===== src/rtl/ram_access_master.sv =====
// Load/store initiator for the word-addressed data RAM.
// Sub-word stores use read-modify-write; loads extract and extend the addressed lane.
module ram_access_master #(
   parameter int RAM_WORDS = 4096
) (
   input  logic        clk,
   input  logic        rst,
   input  logic        req_i,
   input  logic        we_i,
   input  logic [1:0]  size_i,
   input  logic        unsigned_i,
   input  logic [31:0] addr_i,
   input  logic [31:0] wdata_i,
   output logic        busy_o,
   output logic        done_o,
   output logic [31:0] rdata_o,
   output logic        misaligned_o,
   output logic        oob_o,
   output logic        ram_wr_en_o,
   output logic [31:0] ram_addr_o,
   output logic [31:0] ram_data_o,
   input  logic [31:0] ram_data_i
);

   typedef enum logic [1:0] {IDLE, ACCESS, WRITE, DONE} state_t;

   localparam logic [31:0] RAM_LIMIT = 32'(RAM_WORDS);

   state_t      state_reg;
   logic        we_q;
   logic [1:0]  size_q;
   logic        unsigned_q;
   logic [31:0] addr_q;
   logic [31:0] wdata_q;
   logic        done_reg;
   logic        mis_reg;
   logic        oob_reg;
   logic        wr_en_reg;
   logic [31:0] rdata_reg;
   logic [31:0] wr_data_reg;

   logic        mis_next;
   logic        oob_next;
   logic [3:0]  be_next;
   logic [31:0] wide_wdata;
   logic [31:0] merged_word;
   logic [31:0] lane_word;
   logic [31:0] load_data;

   // Request checks are evaluated on the incoming request so errors resolve at accept.
   always_comb begin
      mis_next = 1'b0;
      case (size_i)
         2'b00:   mis_next = 1'b0;
         2'b01:   mis_next = addr_i[0];
         2'b10:   mis_next = |addr_i[1:0];
         default: mis_next = 1'b1;
      endcase
   end

   assign oob_next = ({2'b00, addr_i[31:2]} >= RAM_LIMIT);

   always_comb begin
      be_next    = 4'b1111;
      wide_wdata = wdata_q;
      case (size_q)
         2'b00: begin
            be_next    = 4'b0001 << addr_q[1:0];
            wide_wdata = {4{wdata_q[7:0]}};
         end
         2'b01: begin
            be_next    = addr_q[1] ? 4'b1100 : 4'b0011;
            wide_wdata = {2{wdata_q[15:0]}};
         end
         default: begin
            be_next    = 4'b1111;
            wide_wdata = wdata_q;
         end
      endcase
   end

   genvar gi;
   generate
      for (gi = 0; gi < 4; gi++) begin : g_merge
         assign merged_word[8*gi +: 8] = be_next[gi] ? wide_wdata[8*gi +: 8]
                                                     : ram_data_i[8*gi +: 8];
      end
   endgenerate

   assign lane_word = ram_data_i >> {addr_q[1:0], 3'b000};

   always_comb begin
      load_data = ram_data_i;
      case (size_q)
         2'b00:   load_data = unsigned_q ? {24'd0, lane_word[7:0]}
                                         : {{24{lane_word[7]}}, lane_word[7:0]};
         2'b01:   load_data = unsigned_q ? {16'd0, lane_word[15:0]}
                                         : {{16{lane_word[15]}}, lane_word[15:0]};
         default: load_data = ram_data_i;
      endcase
   end

   always_ff @(posedge clk) begin
      if (rst) begin
         state_reg   <= IDLE;
         we_q        <= 1'b0;
         size_q      <= 2'b00;
         unsigned_q  <= 1'b0;
         addr_q      <= 32'd0;
         wdata_q     <= 32'd0;
         done_reg    <= 1'b0;
         mis_reg     <= 1'b0;
         oob_reg     <= 1'b0;
         wr_en_reg   <= 1'b0;
         rdata_reg   <= 32'd0;
         wr_data_reg <= 32'd0;
      end else begin
         done_reg  <= 1'b0;
         wr_en_reg <= 1'b0;
         case (state_reg)
            IDLE: begin
               if (req_i) begin
                  we_q       <= we_i;
                  size_q     <= size_i;
                  unsigned_q <= unsigned_i;
                  addr_q     <= addr_i;
                  wdata_q    <= wdata_i;
                  mis_reg    <= mis_next;
                  oob_reg    <= oob_next;
                  if (mis_next || oob_next) begin
                     state_reg <= DONE;
                     done_reg  <= 1'b1;
                  end else if (we_i && size_i == 2'b10) begin
                     state_reg   <= WRITE;
                     wr_en_reg   <= 1'b1;
                     wr_data_reg <= wdata_i;
                  end else begin
                     state_reg <= ACCESS;
                  end
               end
            end
            ACCESS: begin
               if (we_q) begin
                  state_reg   <= WRITE;
                  wr_en_reg   <= 1'b1;
                  wr_data_reg <= merged_word;
               end else begin
                  state_reg <= DONE;
                  done_reg  <= 1'b1;
                  rdata_reg <= load_data;
               end
            end
            WRITE: begin
               state_reg <= DONE;
               done_reg  <= 1'b1;
            end
            default: begin
               state_reg <= IDLE;
               mis_reg   <= 1'b0;
               oob_reg   <= 1'b0;
            end
         endcase
      end
   end

   assign busy_o       = (state_reg != IDLE);
   assign done_o       = done_reg;
   assign rdata_o      = rdata_reg;
   assign misaligned_o = mis_reg;
   assign oob_o        = oob_reg;
   assign ram_wr_en_o  = wr_en_reg;
   assign ram_addr_o   = {addr_q[31:2], 2'b00};
   assign ram_data_o   = wr_data_reg;

endmodule


===== config.mk =====
export PLATFORM = sky130hd
export DESIGN_NAME = ram_access_master
export DESIGN_NICKNAME = d
export VERILOG_FILES = /design/src/rtl/ram_access_master.sv
export SDC_FILE = /design/constraint.sdc
export NUM_CORES = 1
export LEC_CHECK = 0
export ABC_AREA = 1
export CORE_MARGIN = 3
export CORE_UTILIZATION = 30
export DETAILED_ROUTE_END_ITERATION = 10
export PLACE_DENSITY_LB_ADDON = 0.15
export SLEW_MARGIN = 20
export SYNTH_ARGS = -nofsm -noshare
export SYNTH_HDL_FRONTEND = slang
export SYNTH_SLANG_ARGS = --single-unit

===== constraint.sdc =====
create_clock -name clk -period 5.2 [get_ports clk]
set_input_delay 1.3 -clock clk [delete_from_list [all_inputs] [get_ports clk]]
set_output_delay 1.3 -clock clk [all_outputs]
set_load 0.005 [all_outputs]

==> results.md <==
* Endpoints failing hold at 0
* Post-synthesis register bit count at about 140
* Layout net count at roughly 1300
* Clk slew on worst S/H paths at 0.06 ns
* List of most frequent post-synthesis cells: nand2_1, nor2_1, dfxtp_1, o21ai_0, inv_1
* Hpwl dp at about 18 mm
* IO Count at ~200
* DRC Markers at 0
* H-tree depth at 4
* Cell Pwr Density at between 500 and 600 mW/mm^2
* Cell area after synthesis at 0.00705 mm^2
* Core Rows at between 50 and 60
* Postcts setup bufs at 0
* Average vias per placed instance at 4.72
* Layout cells sized above 1 at under 10%
* TritonRoute pass-1 iters at 5
* CTS root buffer: clkbuf_16
* Slowest Stage Delay on Critical Path at 0.74 ns
* Die Y at between 150 and 200 um
* Post-CTS sizing at 0
* Leakage power at 3.99 nW
* Setup_tns at 0 ns
* Crit path max-delay family: simple AND/OR/NAND/NOR gates
* CTS hold repair buffers at 0
* Top_reg_cell synth: dfxtp_1
* Largest net degree at the start of global routing at 70
* Setup slack, reg-to-reg at between 1.5 and 2 ns
* Vias in the first global route at between 6000 and 7000
* Largest cells by area after synthesis: dfxtp_1, nand2_1, nor2_1, o21ai_0, a21oi_1
* CP bufs+invs at 1
* Synthesized area per cell at between 6 and 7 um^2
* Max Clock Freq at roughly 290 MHz
* Antenna viol nets, final at 0
* Initial antenna violation count at 2
* IO Port Bufs at 201
* Starting Density at 30.9%
* Sequential area share after synthesis at 39.2%
* Gr usage total at about a fifth
* Max Root-Sink Buffers at 2
* CP max-delay cell: a211oi_4
* Avg WL per Cell at between 15 and 20 um
* Final GP Congestion at around 0.83
* Crit Path Class: in2reg
* Yosys warning count at 0
* Time the worst path needs with I/O delays and setup at roughly 3.5 ns
* Synth top area share at 39.2%
* Largest fanout on the critical path at 47
* Startpoint types: input pin
* Core outline area at 0.0228 mm^2
* Final Max Tran Viols at 0
* Setup WS pre-CTS at 1.28 ns
* Relative slew margins at 39.1%
* Max VDD drop at ~0.00028 V
* Run status: complete, no violations
* Final period utilization at approximately two thirds
* Post-synth EDFFs at 0
* RSZ-0062 raised after global routing: false
* DIE AREA at 0.0254 mm^2
* Cells after Synth at 1077
* Chip width at between 150 and 200 um
* CP required at 5.51 ns
* CP Capture Type: flip-flop
* Final setup violation count at 0
* CTS tree: done
* Post-route worst setup slack at roughly 1.7 ns
* Grt total ovfl at 0
* Area leader, netlist: dfxtp_1
* Num CTS Buffers at 17
* Worst-Margin Slew at ~0.9 ns
* Worst-Skew Late Latency at 0.43 ns
* Clock Skews at 0.0134 ns
* First-pass GRT wire length at around 39 mm
* Vias at about 7300
* CP cell instances: clkdlybuf4s50_1, nor2_1, a211oi_4, nand2_2, nor2_1, nor2_1
* Count leader, synth: nand2_1
* Hold Path Class: reg2reg
* Post-synth cell types at 31
* Sink Count at approximately 140
* Worst hold margin at ~0.46 ns
* Async set or reset register ratio after synthesis at 0%
* Most frequent CP cell: nor2_1
* Synth-to-layout area growth at 35.9%
* Total routed wirelength at about 25 mm
* MaxCap Viol Count at 0
* WP data arrival at around 3.8 ns
* Initial DRC count at 586
==> worst min-delay path, stage by stage (launching register included) <==
cell,delay [ns]
dfxtp_1,0.31
nand2_1,0.06
a21oi_1,0.05
==> per-layer routing <==
| metal | global-route usage, % | vias up | share of wire [%] |
|---|---|---|---|
| met4 | 5.13 | 2 | 1.4 |
| met2 | 29.3 | 274 | 44 |
| met1 | 26.4 | 3255 | 47 |
| met3 | 5.07 | 28 | 7.3 |
| met5 | 0 | - | 0.077 |
| li1 | - | 3694 | - |
==> cells in the final DEF, fill, tap and decap left out, drive strengths merged <==
cell type / n
nand2: 230
o21ai: 137
clkbuf: 21
clkinv: 4
dfxtp: 138
ha: 4
buf: 8
nand3: 33
inv: 112
nor3: 1
clkdlybuf4s50: 201
clkinvlp: 5
a21oi: 98
o221ai: 4
or2: 1
nor2: 177
nor3b: 3
o2111ai: 7
a31oi: 5
o21a: 5
bufinv: 2
diode: 1
a211oi: 1
o211ai: 17
conb: 2
nand4: 6
==> worst paths after layout <==
check | startpoint | end | cells after the start
worst min-delay path | ram_data_o[0] | ram_data_o[0] | 2
worst max register to register | state_reg[1] | ram_data_o[12] | 10
worst max-delay path | req_i | ram_data_o[12] | 6
worst min register to register | ram_data_o[0] | ram_data_o[0] | 2
==> cell families (layout without fill, tap and decap cells) <==
logic type      count (synthesis)  after routing  synth area share (%)
simple gates                  451            451                  25.5
compound gates                274            274                  21.1
other cells                     1              3                0.0532
fa+ha+maj                       4              4                 0.710
buf+inv                       209            353                  13.5
flops                         138            138                  39.2
==> stage by stage <==
| stage | total power [mW] | cells | instance area (um^2) | util (%) |
|---|---|---|---|---|
| after floorplan | 3.20 | 1078 | 7050 | - |
| after global placement | 4.12 | 1504 | 8990 | 39.4 |
| after detailed placement | 4.14 | 1504 | 8990 | 39.4 |
| after CTS | 5.38 | 1535 | 9570 | 41.9 |
| after global routing | 5.75 | 1535 | 9580 | 41.9 |
| final | 5.32 | 1536 | 9580 | 41.9 |
==> final cells by class <==
cell class                 count  area [um^2]
inverter                     113          425
multi-input combinational    731         3340
timing repair buffer         209         2070
clock buffer                  21          460
fill                        2449        13300
antenna                        1         2.50
clock inverter                10          120
sequential                   138         2760
tap                          313          392
==> power by group <==
part	switching (mW)	internal (mW)	leakage, nW
clock network	0.481	0.729	0.267
logic	1.41	1.04	2.59
registers	0.226	1.42	1.14
Power figures use the tool's default switching activity.
